**src/rtl/mesh_term_injector_pkg.sv**
```systemverilog
// mesh_pkg: shared mesh packet geometry, packet layout and stall FSM states.
// Default packet widths, the packed packet layout (row in the MSBs, payload in
// the LSBs) and the state encoding of the injector's stall watchdog.
package mesh_pkg;
  localparam int PCKG_SZ = 32;
  localparam int ROW_W = 4;
  localparam int COL_W = 4;
  localparam int PAY_W = PCKG_SZ - ROW_W - COL_W - 1;
  typedef struct packed {
    logic [ROW_W-1:0] row;
    logic [COL_W-1:0] col;
    logic             mode;
    logic [PAY_W-1:0] payload;
  } mesh_pkt_t;
  typedef enum logic [1:0] {ST_IDLE, ST_WAIT, ST_STALLED} stall_st_e;
endpackage

```
**src/rtl/mesh_term_injector_fifo.sv**
```systemverilog
// mesh_sync_fifo: DEPTH x W synchronous FIFO with a registered head word.
// Ports: clk, reset (sync, active-high); push_i/pop_i are already-qualified
// (the caller never pushes when full or pops when empty); wdata_i is the word
// to write; head_o is the registered oldest entry (0 when empty); count_o is
// the occupancy; full_o/empty_o decode the registered count.
module mesh_sync_fifo #(
  parameter int W     = 32,
  parameter int DEPTH = 8
) (
  input  logic                   clk,
  input  logic                   reset,
  input  logic                   push_i,
  input  logic                   pop_i,
  input  logic [W-1:0]           wdata_i,
  output logic [W-1:0]           head_o,
  output logic [$clog2(DEPTH):0] count_o,
  output logic                   full_o,
  output logic                   empty_o
);
  localparam int AW = $clog2(DEPTH);
  localparam int CW = AW + 1;
  logic [W-1:0]  mem_q [DEPTH];
  logic [AW-1:0] wr_q, rd_q, rd_d;
  logic [CW-1:0] count_q, count_d;
  logic [W-1:0]  head_q, head_d;
  // The head register is loaded with whatever will be oldest after this edge:
  // the word being written when nothing older survives, otherwise the stored
  // entry at the advanced read pointer.
  always_comb begin
    rd_d    = rd_q + AW'(pop_i);
    count_d = count_q + CW'(push_i) - CW'(pop_i);
    head_d  = (count_d == '0) ? '0 : (count_q == CW'(pop_i)) ? wdata_i : mem_q[rd_d];
  end
  always_ff @(posedge clk) begin
    if (reset) begin
      wr_q    <= '0;
      rd_q    <= '0;
      count_q <= '0;
      head_q  <= '0;
    end else begin
      wr_q    <= wr_q + AW'(push_i);
      rd_q    <= rd_d;
      count_q <= count_d;
      head_q  <= head_d;
    end
  end
  always_ff @(posedge clk)
    if (push_i) mem_q[wr_q] <= wdata_i;
  assign head_o  = head_q;
  assign count_o = count_q;
  assign full_o  = (count_q == CW'(DEPTH));
  assign empty_o = (count_q == '0);
endmodule

```
**src/rtl/mesh_term_injector.sv**
```systemverilog
// mesh_term_injector: terminal-side injection stage feeding one mesh router input.
// Ports: clk, reset (sync, active-high); in_valid/in_ready with in_row, in_col,
// in_mode, in_payload form the producer request; pndng/data_out/pop form the
// router-input handshake; count is FIFO occupancy; sent_cnt counts accepted
// pops (saturating); err_pop flags a pop with nothing pending; err_stall flags
// a head word left pending TIMEOUT cycles. Both error flags are sticky.
module mesh_term_injector #(
  parameter int PCKG_SZ = mesh_pkg::PCKG_SZ,
  parameter int DEPTH   = 8,
  parameter int ROW_W   = mesh_pkg::ROW_W,
  parameter int COL_W   = mesh_pkg::COL_W,
  parameter int TIMEOUT = 1024,
  parameter int CNT_W   = 16
) (
  input  logic                           clk,
  input  logic                           reset,
  input  logic                           in_valid,
  output logic                           in_ready,
  input  logic [ROW_W-1:0]               in_row,
  input  logic [COL_W-1:0]               in_col,
  input  logic                           in_mode,
  input  logic [PCKG_SZ-ROW_W-COL_W-2:0] in_payload,
  output logic                           pndng,
  output logic [PCKG_SZ-1:0]             data_out,
  input  logic                           pop,
  output logic [$clog2(DEPTH):0]         count,
  output logic [CNT_W-1:0]               sent_cnt,
  output logic                           err_pop,
  output logic                           err_stall
);
  import mesh_pkg::*;
  localparam int CW = $clog2(DEPTH) + 1;
  localparam int TW = $clog2(TIMEOUT);
  logic          full, empty, push, pop_ok, remain;
  stall_st_e     state_q;
  logic [TW-1:0] tmr_q;
  // in_ready comes only from the registered count, so a pop never frees a
  // slot for a push in the same cycle.
  assign in_ready = !full;
  assign push     = in_valid & !full;
  assign pndng    = !empty;
  assign pop_ok   = pop & !empty;
  assign remain   = (count > CW'(1)) | push;
  mesh_sync_fifo #(.W(PCKG_SZ), .DEPTH(DEPTH)) u_fifo (
    .clk     (clk),
    .reset   (reset),
    .push_i  (push),
    .pop_i   (pop_ok),
    .wdata_i ({in_row, in_col, in_mode, in_payload}),
    .head_o  (data_out),
    .count_o (count),
    .full_o  (full),
    .empty_o (empty)
  );
  // The state tracks pndng for the coming cycle: WAIT is entered on the edge
  // that makes a word pending, so the timer counts whole pending cycles and
  // reaches TIMEOUT-1 at the end of the TIMEOUT-th one.
  always_ff @(posedge clk) begin
    if (reset) begin
      state_q   <= ST_IDLE;
      tmr_q     <= '0;
      sent_cnt  <= '0;
      err_pop   <= 1'b0;
      err_stall <= 1'b0;
    end else begin
      err_pop <= err_pop | (pop & empty);
      if (pop_ok && sent_cnt != '1) sent_cnt <= sent_cnt + CNT_W'(1);
      if (pop_ok) begin
        state_q <= remain ? ST_WAIT : ST_IDLE;
        tmr_q   <= '0;
      end else if (state_q == ST_IDLE && push) begin
        state_q <= ST_WAIT;
        tmr_q   <= '0;
      end else if (state_q == ST_WAIT) begin
        if (tmr_q == TW'(TIMEOUT - 1)) begin
          state_q   <= ST_STALLED;
          err_stall <= 1'b1;
        end else begin
          tmr_q <= tmr_q + TW'(1);
        end
      end
    end
  end
endmodule

```
**config.mk**
```make
export PLATFORM = sky130hd
export DESIGN_NAME = mesh_term_injector
export DESIGN_NICKNAME = d
export VERILOG_FILES = /design/src/rtl/mesh_term_injector_pkg.sv /design/src/rtl/mesh_term_injector_fifo.sv /design/src/rtl/mesh_term_injector.sv
export SDC_FILE = /design/constraint.sdc
export NUM_CORES = 1
export LEC_CHECK = 0
export CORE_MARGIN = 2
export CORE_UTILIZATION = 59
export CTS_CLUSTER_SIZE = 28
export DETAILED_ROUTE_END_ITERATION = 10
export GPL_TIMING_DRIVEN = 0
export PLACE_DENSITY_LB_ADDON = 0.12
export SLEW_MARGIN = 40
export SYNTH_ARGS = -nofsm -noshare
export SYNTH_HDL_FRONTEND = slang
export SYNTH_SLANG_ARGS = --single-unit
```
**constraint.sdc**
```tcl
create_clock -name clk -period 4.9 [get_ports clk]
set_input_delay 0.49 -clock clk [delete_from_list [all_inputs] [get_ports clk]]
set_output_delay 0.49 -clock clk [all_outputs]
set_load 0.02 [all_outputs]
```
Word-level counts from Yosys, hierarchy flattened
Memories as Yosys holds them, arrays and structs flattened.
Cells that the tools add are included.
{"block": "totals", "mem_bits_rw": 256, "rom_bits": 0, "latch_bits": 0, "memories": 1, "in_bits": 36, "register_bits": 72}
{"name": "u_fifo.mem_q", "words": 8, "width": 32, "read_ports": 1, "rd_clocked_by_memory_dff": 0, "wr": 1, "line_no": "mesh_term_injector_fifo.sv:22", "rtl": "logic [W-1:0] mem_q [DEPTH];"}
{"block": "op_classes", "mul": 0, "shifts": 0, "eq_ne": 5, "div_mod_pow": 0, "muxes": 8, "n_lt_le_gt_ge": 1, "bitwise": 8, "reduce_logical": 14, "n_addsub": 6}
{"op": "2-to-1 mux 32 bit", "n": 1}
{"op": "adder 16 x 1 -> 16 bit, second input constant", "n": 1}
{"op": "inequality test 16 bit, second input constant", "n": 1}
{"op": "adder 10 x 1 -> 10 bit, second input constant", "n": 1}
{"op": "== test 10 bit, second input constant", "n": 1}
{"op": "logical NOT 4 bit", "n": 2}
{"op": "2-to-1 mux 2 bit", "n": 4}
{"op": "adder 3 x 1 -> 3 bit", "n": 2}
{"op": "nonzero test 3 bit", "n": 2}
{"op": "adder 4 x 1 -> 4 bit", "n": 1}
{"op": "== test 4 x 1 -> 1 bit", "n": 1}
{"op": "== test 4 bit, second input constant", "n": 1}
{"op": "> comparator 4 x 1 -> 1 bit, second input constant", "n": 1}
{"op": "AND reduction 2 bit", "n": 2}
{"op": "AND reduction 4 bit", "n": 1}
{"op": "subtractor 4 x 1 -> 4 bit", "n": 1}
{"op": "bitwise AND 1 bit", "n": 3}
{"op": "2-to-1 mux 1 bit", "n": 3}
{"op": "NOT 1 bit", "n": 3}
{"op": "OR reduction 3 bit", "n": 1}
{"op": "== test 2 x 1 -> 1 bit, second input constant", "n": 1}
{"op": "logical AND 1 bit", "n": 2}
{"op": "logical NOT 1 bit", "n": 2}
{"op": "logical NOT 2 bit", "n": 1}
{"op": "2 further kinds", "n": 3}

Logic depth before layout (Yosys ltp)
Gate-level depths: netlist (run 1).
{"block": "logic_depth", "depth_word": 7, "ltp_mapped": 15}

Cells and area by module
Synthesis (run 1) repeated with hierarchy kept, for this count alone.
{"block": "hier_totals", "cells_unflattened": 931, "area_unflattened_um2": 13227.7}
{"module": "mesh_sync_fifo", "cells_per_inst": 761, "n_inst": 1, "seq_area_each_um2": 8528.2, "area_each_um2": 11745.0}
{"module": "mesh_term_injector", "cells_per_inst": 170, "n_inst": 1, "seq_area_each_um2": 600.6, "area_each_um2": 1482.7}

Worst setup path before layout (run 1)
No wires, ideal clock.
{"block": "synth_path", "path_kind": "register to register", "startpoint": "reg u_fifo.count_q[2] (netlist: u_fifo.count_o[2])", "endpoint": "mem u_fifo.mem_q[0][0], enable pin", "stages_incl_launch_ff": 6, "n_path_buf": 0, "slack_ns": 0.206, "t_arrival_ns": 4.193, "setup_ns": 0.502, "cell_sequence": "dfxtp_1 > inv_1 > ha_1 > or3b_2 > nand2_1 > nor4_1"}
{"block": "synth_via", "elab_chain_len": 5}
{"item": "from (decl)", "line_no": "mesh_term_injector_fifo.sv:24", "rtl": "logic [CW-1:0] count_q, count_d;"}
{"item": "from (signal assigned)", "line_no": "mesh_term_injector_fifo.sv:43", "rtl": "count_q <= count_d;"}
{"item": "== test 4 bit", "line_no": "mesh_term_injector_fifo.sv:51", "rtl": "assign full_o = (count_q == CW'(DEPTH));"}
{"item": "logical NOT 1 bit"}
{"item": "net in_ready", "line_no": "mesh_term_injector.sv:18", "rtl": "output logic in_ready,"}
{"item": "bitwise AND 1 bit", "line_no": "mesh_term_injector.sv:40", "rtl": "assign push = in_valid & !full;"}
{"item": "2-to-1 mux 1 bit", "line_no": "mesh_term_injector_fifo.sv:48", "rtl": "if (push_i) mem_q[wr_q] <= wdata_i;"}
{"item": "2-to-1 mux 1 bit (not written as such)", "line_no": "mesh_term_injector_fifo.sv:48"}
{"item": "to (decl)", "line_no": "mesh_term_injector_fifo.sv:22"}
The timed path passes the listed nets, and every way through them passes these cells.

Worst setup path after layout (run 1)
{"block": "layout_path", "startpoint": "reg u_fifo.count_q[2] (netlist: u_fifo.count_o[2])", "endpoint": "reg u_fifo.head_q[11] (netlist: u_fifo.head_o[11])"}
{"block": "layout_via", "elab_chain_len": 7, "word_cells_on_any_way": 14}
{"item": "== test 4 bit", "line_no": "mesh_term_injector_fifo.sv:51"}
{"item": "logical NOT 1 bit", "line_no": "mesh_term_injector.sv:40"}
{"item": "bitwise AND 1 bit", "line_no": "mesh_term_injector.sv:40"}
{"item": "adder 4 x 1 -> 4 bit", "line_no": "mesh_term_injector_fifo.sv:31", "rtl": "count_d = count_q + CW'(push_i) - CW'(pop_i);"}
{"item": "subtractor 4 x 1 -> 4 bit", "line_no": "mesh_term_injector_fifo.sv:31"}
{"item": "logical NOT 4 bit", "line_no": "mesh_term_injector_fifo.sv:32", "rtl": "head_d = (count_d == '0) ? '0 : (count_q == CW'(pop_i)) ? wdata_i : mem_q[rd_d];"}
{"item": "OR reduction 2 bit (no line)"}
{"item": "to (signal assigned)", "line_no": "mesh_term_injector_fifo.sv:39", "rtl": "head_q <= '0;"}
{"item": "to (signal assigned)", "line_no": "mesh_term_injector_fifo.sv:44", "rtl": "head_q <= head_d;"}
{"item": "to (decl)", "line_no": "mesh_term_injector_fifo.sv:25", "rtl": "logic [W-1:0] head_q, head_d;"}
Several ways; a longest one is shown, not always the timed one.
A chain may end at the register's enable or synchronous reset.

==> results of run 1 <==
## worst paths after layout
check / endpoint / slack, ns
setup / recovery: u_fifo.head_o[11] / 0.94
hold / removal: err_pop / 0.37
hold reg to reg: err_pop / 0.47
setup reg to reg: u_fifo.head_o[11] / 0.94
## kinds of logic (layout without fill, tap and decap cells)
kind of cell,after synthesis,in the layout,synth area share
DFF,328,328,0.685
and+or+nand+nor,312,312,0.121
muxes,139,139,0.105
buffers and inverters,79,269,0.0319
AOI/OAI and AO/OA,72,72,0.0403
adders and majority gates,12,12,0.0118
xor gates and xnor gates,6,6,0.00395
## cell usage after synthesis, drive strengths merged (2+ instances only)
cell type	instances	area (µm²)
and3	2	12.5
mux2	8	90.1
a21oi	20	100
nor2b	15	93.8
o311ai	2	32.5
nor4	3	18.8
nor2	66	248
o21ai	4	20.0
ha	11	138
nand4	41	263
or4	5	37.5
dfxtp	72	1440
a211oi	2	15.0
nor3	10	55.1
nand2b	7	43.8
edfxtp	256	7690
buf	32	249
mux2i	131	1310
a2111oi	32	280
nand3	133	666
o31ai	7	52.6
or3	4	25.0
and2	3	18.8
clkbuf	32	120
nand2	13	48.8
or3b	2	17.5
xnor2	3	26.3
xor2	3	26.3
nand3b	2	15.0
inv	15	56.3
## critical path: stages, from the launching register on
cell and delay, ns:
dfxtp_1 0.33, inv_1 0.12, ha_1 0.16, or3b_2 0.49
nand2_1 0.26, inv_1 0.15, ha_1 0.24, inv_1 0.07
fa_1 0.17, xor2_1 0.20, nand3b_1 0.11, nor3_1 0.64
clkbuf_1 0.55, a2111oi_0 0.25
## sequential cells by signal (all words and copies together) (netlist names)
signal,cells
u_fifo.mem_q,256
u_fifo.head_o,32
sent_cnt,16
tmr_q,10
u_fifo.count_o,4
u_fifo.rd_q,3
u_fifo.wr_q,3
state_q,2
err_pop,1
err_stall,1
## through the flow
stage | area, µm² | setup WS [ns] | setup TNS, ns | instances
6_report | 16000 | 0.944 | 0 | 1418
5_1_grt | 16000 | 0.745 | 0 | 1418
4_1_cts | 16000 | 0.992 | 0 | 1418
3_5_place_dp | 15000 | 1.06 | 0 | 1356
3_3_place_gp | 14600 | -2.73 | -223.75 | 1317
2_1_floorplan | 13300 | 0.206 | 0 | 948
## layout make-up
cell class,count,area share
clock buffers,53,0.0649
inverters,15,0.00351
flip-flops and latches,328,0.569
repair buffers,128,0.0772
well taps,280,0.0218
plain buffers,64,0.0230
multi-input cells,541,0.238
clock inverters,9,0.00257
## layer usage
| layer | global-route usage | vias up | wire length [µm] |
|---|---|---|---|
| met5 | 0 | - | 0 |
| met4 | 0.106 | 0 | 871 |
| met3 | 0.0479 | 87 | 2570 |
| met2 | 0.458 | 428 | 15800 |
| met1 | 0.360 | 4354 | 12700 |
| li1 | - | 3976 | - |
## cells in the final DEF, fill, tap and decap left out, types with 6 or more instances in the layout
cell type	count
o31ai_1	7
mux2_2	8
nand4_1	40
edfxtp_1	256
clkbuf_1	43
nand2_1	13
nor2b_1	15
buf_6	16
buf_2	27
a21oi_1	20
inv_1	15
nand2b_1	7
mux2i_1	131
dfxtp_1	72
clkbuf_16	38
nand3_1	133
clkdlybuf4s50_1	89
buf_4	19
nor2_1	63
a2111oi_0	32
ha_1	11
clkinv_2	6
## where the power goes
part | leakage (nW) | total [mW] | internal [mW] | switching [mW]
sequential | 2.91 | 3.37 | 3.28 | 0.0966
combinational | 1.89 | 2.82 | 1.03 | 1.79
clock | 0.536 | 2.47 | 1.46 | 1.01
==> out/metrics.csv, run 1 <==
stage,metric,value,unit
run_status,outcome,finished clean,
layout,multi_input_area,3810,µm²
timing,slew_headroom,0.421,
worst_setup_path,ff2ff_path_depth,13,
die,die_area,23800,µm²
route,vias_per_cell,6.24,
global_route,grt_usage,0.273,
clock_tree,insertion_delay,0.51,ns
timing,slew_viol_final,0,
die,num_rows,54,
clock_tree,post_cts.repair.setup_buffers,0,
timing,setup_violations,0,
global_route,antenna_found_initial,0,
timing,whs,0.368,ns
route,avgRoutedWirePerCell,22.6,µm
route,dr_total_vias,8845,
power_and_ir_drop,total_leakage_power,5.34,nW
route,dr.pass1.iters,5,
die,ios,92,
clock_tree,clockRootBuffer,clkbuf_16,
synthesis,synthFlopType,edfxtp_1,
worst_setup_path,cp_max_fo,10,
clock_tree,cts_max_level,2,
clock_tree,cts_tree,done,
timing,max_freq,253,MHz
global_route,grt-ovfl-total,0,
power_and_ir_drop,p_per_area,540,nW/µm²
timing,hold_violations,0,
placed_design,port_buffers,89,
die,fp.dieW,154,µm
layout,drive_gt1_frac,0.122,
clock_tree,numCtsBuffers,34,
layout,seq_area,9130,µm²
worst_setup_path,end_kind,register,
worst_setup_path,worstPathArrival,4.26,ns
job,maxCapViolCount,0,
clock_tree,cts.hold.buffers_added,0,
route,drcViolationCount,0,
worst_setup_path,critPathRequiredTime,5.21,ns
layout,fin_util,0.730,
synthesis,synth_edf_count,256,
global_route,grt_pass1_vias,9067,
timing,fin_crit_sh,0.807,
route,ant_nets,0,
route,wl,32.0,mm
synthesis,ys_warn_count,0,
clock_tree,post_cts_resized,0,
synthesis,syn_area,13300,µm²
layout,syn_to_final_growth,20.4,%
die,core_area,22000,µm²
die,start_util,0.606,
power_and_ir_drop,ir_drop,0.000359,V
timing,tightest_slew,0.846,ns
layout,num_antenna_cells,0,
synthesis,async_flop_share,0,
worst_hold_path,min_path_type,in2reg,
clock_tree,cts_sinks,328,
synthesis,syn-instance-count,948,
worst_hold_path,worstHoldStart,pop,
clock_tree,clk_pin_slew,0.06,ns
synthesis,syn_nets,996,
layout,fin_nets,1160,
route,drtIter0Drc,751,
layout,n_fill_cell,1463,
placed_design,hpwl,20.5,mm
worst_setup_path,path_class,reg2reg,
timing,rsz0062_at_grt,no,
worst_setup_path,r2r-start,u_fifo.count_o[2],
worst_setup_path,start_kind,register,
synthesis,synth_cell_type_count,48,
placed_design,gp_congestion,0.813,
global_route,grt_max_degree,15,
synthesis,seq_area_frac_synth,0.685,
synthesis,syn_area_per_cell,14.0,µm²
timing,finalClockSkew,0.0154,ns
global_route,grt_pass1_wl,49.6,mm
worst_setup_path,cp-startpoint,u_fifo.count_o[2],
synthesis,synth_seq_cells,328,
clock_tree,clk_path_buf_depth,3,
timing,fin_crit,3.96,ns
worst_hold_path,min_path_cells,3,
die,die_y,154,µm
power_and_ir_drop,finalPower,8.66,mW
Power figures use the tool's default switching activity.
==> run 2: changes to the inputs <==
- CORE_UTILIZATION: 59 -> 53
- clock period: 4.9 -> 3.4 ns (I/O delays scaled with it)
==> run 2 against run 1 <==
  * Highest routed layer unchanged
  * Sequential power is 44% higher
  * Total power increased by 53%
  * Via count fell by 1.7%
  * Wire length is 1.1% higher
  * Die area rose by 11%
  * Largest power group unchanged
  * Cell count rose by 3.1%
  * Maximum frequency up 20%
  * Clock power rose by 51%
  * Critical endpoint is now u_fifo.head_o[7]
  * Critical path depth unchanged
  * Clock skew is 0.0037 ns lower
==> out/metrics.csv, run 2 (synthesis results as in run 1) <==
stage,metric,value,unit
placed_design,dpl.cell_count,1400,
worst_hold_path,min_path_cells,3,
clock_tree,cts_max_level,2,
die,core_area,24900,µm²
power_and_ir_drop,p_per_area,800,nW/µm²
route,wl,32.4,mm
die,ios,92,
timing,max_freq,303,MHz
route,drcViolationCount,0,
timing,setup_violations,0,
timing,setup_slack,0.100,ns
power_and_ir_drop,finalPower,13.2,mW
job,maxCapViolCount,0,
worst_setup_path,end_kind,register,
layout,fin_util,0.663,
power_and_ir_drop,total_leakage_power,5.45,nW
global_route,grt_pass1_wl,48.3,mm
route,drtIter0Drc,805,
timing,tns,0,ns
die,num_rows,58,
timing,hold_violations,0,
layout,fin_nets,1154,
worst_setup_path,crit_top_cell,inv_1,
die,die_y,163,µm
timing,finalClockSkew,0.0117,ns
layout,top_register,u_fifo.mem_q,
clock_tree,clk_pin_slew,0.06,ns
timing,rsz0062_at_grt,yes,
layout,drive_gt1_frac,0.163,
worst_setup_path,cp_max_fo,10,
power_and_ir_drop,ir_drop,0.000503,V
placed_design,hpwl,20.3,mm
clock_tree,cts_tree,done,
route,avgRoutedWirePerCell,22.1,µm
timing,slew_viol_final,0,
worst_setup_path,cp_top_family,simple AND/OR/NAND/NOR gates,
placed_design,port_buffers,89,
layout,largest_reg_flops,256,
run_status,outcome,finished clean,
timing,tightest_slew,1.03,ns
worst_hold_path,holdPathEnd,err_pop,
placed_design,gp_congestion,0.767,
clock_tree,clk_path_buf_depth,3,
global_route,grt_pass1_vias,8547,
timing,fin_crit,3.30,ns
layout,syn_to_final_growth,24.0,%
worst_setup_path,worstPathArrival,3.62,ns
layout,final_cell_mix,"edfxtp_1, nand3_1, mux2i_1, clkdlybuf4s50_1, dfxtp_1",
worst_setup_path,ff2ff_path_depth,13,
worst_setup_path,path_class,reg2reg,
placed_design,place_ws,-0.551,ns
die,fp.dieW,163,µm
route,dr.pass1.iters,5,
worst_setup_path,start_kind,register,
worst_setup_path,r2r_slack,0.10,ns
layout,fin_cells,1462,
worst_hold_path,worstHoldStart,pop,
die,die_area,26400,µm²
clock_tree,numCtsBuffers,34,
worst_setup_path,cp_slowest_cell,or3b_2,
global_route,grt_usage,0.244,
worst_setup_path,crit_chain,"inv_1, ha_1, or3b_2, nand2_2, inv_1, ha_1, inv_1, fa_1, xor2_1, nand3b_1, nor3_4, buf_4, a2111oi_2",
worst_setup_path,max_stage_delay,0.50,ns
timing,fin_crit_sh,0.971,
layout,layout.cells.most_common,edfxtp_1,
worst_setup_path,cp_num_buf_inv,4,
clock_tree,clockRootBuffer,clkbuf_16,
route,dr_total_vias,8692,
worst_setup_path,critPathRequiredTime,3.72,ns
global_route,antenna_found_initial,1,
global_route,grt_max_degree,16,
global_route,grt-ovfl-total,0,
worst_setup_path,r2r-start,u_fifo.count_o[2],
route,ant_nets,0,
timing,slew_headroom,0.313,
worst_hold_path,min_path_type,in2reg,
die,start_util,0.535,
clock_tree,cts_sinks,328,
route,vias_per_cell,5.95,
clock_tree,insertion_delay,0.51,ns
worst_setup_path,r2r_end,u_fifo.head_o[7],
## run 2: what timing repair did
item                                    CTS  global route
hold buffers                              0             0
resized for setup                        39            72
endpoints found under the setup margin   32            32
setup buffers                             0             1
pin swaps                                 0             4
## run 2: area by class of cell
| type | instances | area (µm²) |
|---|---|---|
| antenna | 1 | 2.50 |
| buffer | 63 | 427 |
| clock buffer | 52 | 1070 |
| clock inverter | 9 | 66.3 |
| fill | 1846 | 8380 |
| inverter | 15 | 56.3 |
| multi-input combinational | 541 | 4100 |
| sequential | 328 | 9130 |
| tap | 330 | 413 |
| timing repair buffer | 123 | 1250 |
## run 2: where the power goes
part           switching (mW)  internal [mW]
registers               0.137           4.72
logic                    2.85           1.78
clock network            1.47           2.25
## run 2: worst reg2reg max path: stages, from the launching register on
cell and delay [ns]:
dfxtp_1 0.33, inv_1 0.11, ha_1 0.16, or3b_2 0.50
nand2_2 0.19, inv_1 0.12, ha_1 0.23, inv_1 0.09
fa_1 0.22, xor2_1 0.21, nand3b_1 0.17, nor3_4 0.35
buf_4 0.34, a2111oi_2 0.10
## run 2: layer usage
metal  routed length (µm)  track usage
met1                13100        0.328
met2                16100        0.406
met3                 2280       0.0362
met4                  842       0.0909
met5                    0            0
## run 2: worst max-delay path by stage
stage	start	to	slack [ns]	cells past startpoint
final	u_fifo.count_o[2]	u_fifo.head_o[7]	0.10	13
after floorplan	u_fifo.count_o[2]	u_fifo.mem_q[2][0]	-0.46	5
after global routing	u_fifo.count_o[2]	u_fifo.head_o[7]	-0.05	13
after global placement	in_valid	u_fifo.mem_q[2][8]	-2.45	3
after detailed placement	u_fifo.count_o[2]	u_fifo.head_o[11]	-0.55	13
after CTS	u_fifo.count_o[2]	u_fifo.head_o[20]	0.02	15
## run 2: metrics by stage
stage                     area [µm²]  hold WS (ns)
after CTS                      16300         0.223
after detailed placement       15000         0.466
after global routing           16500         0.243
after floorplan                13300         0.439
after global placement         14600         0.457
final                          16500         0.236
==> run 3: changes to the inputs <==
- ABC_CLOCK_PERIOD_IN_PS: not set -> 3400
==> results of run 3 <==
The final DEF is identical to that of run 2; final timing and power are the same.
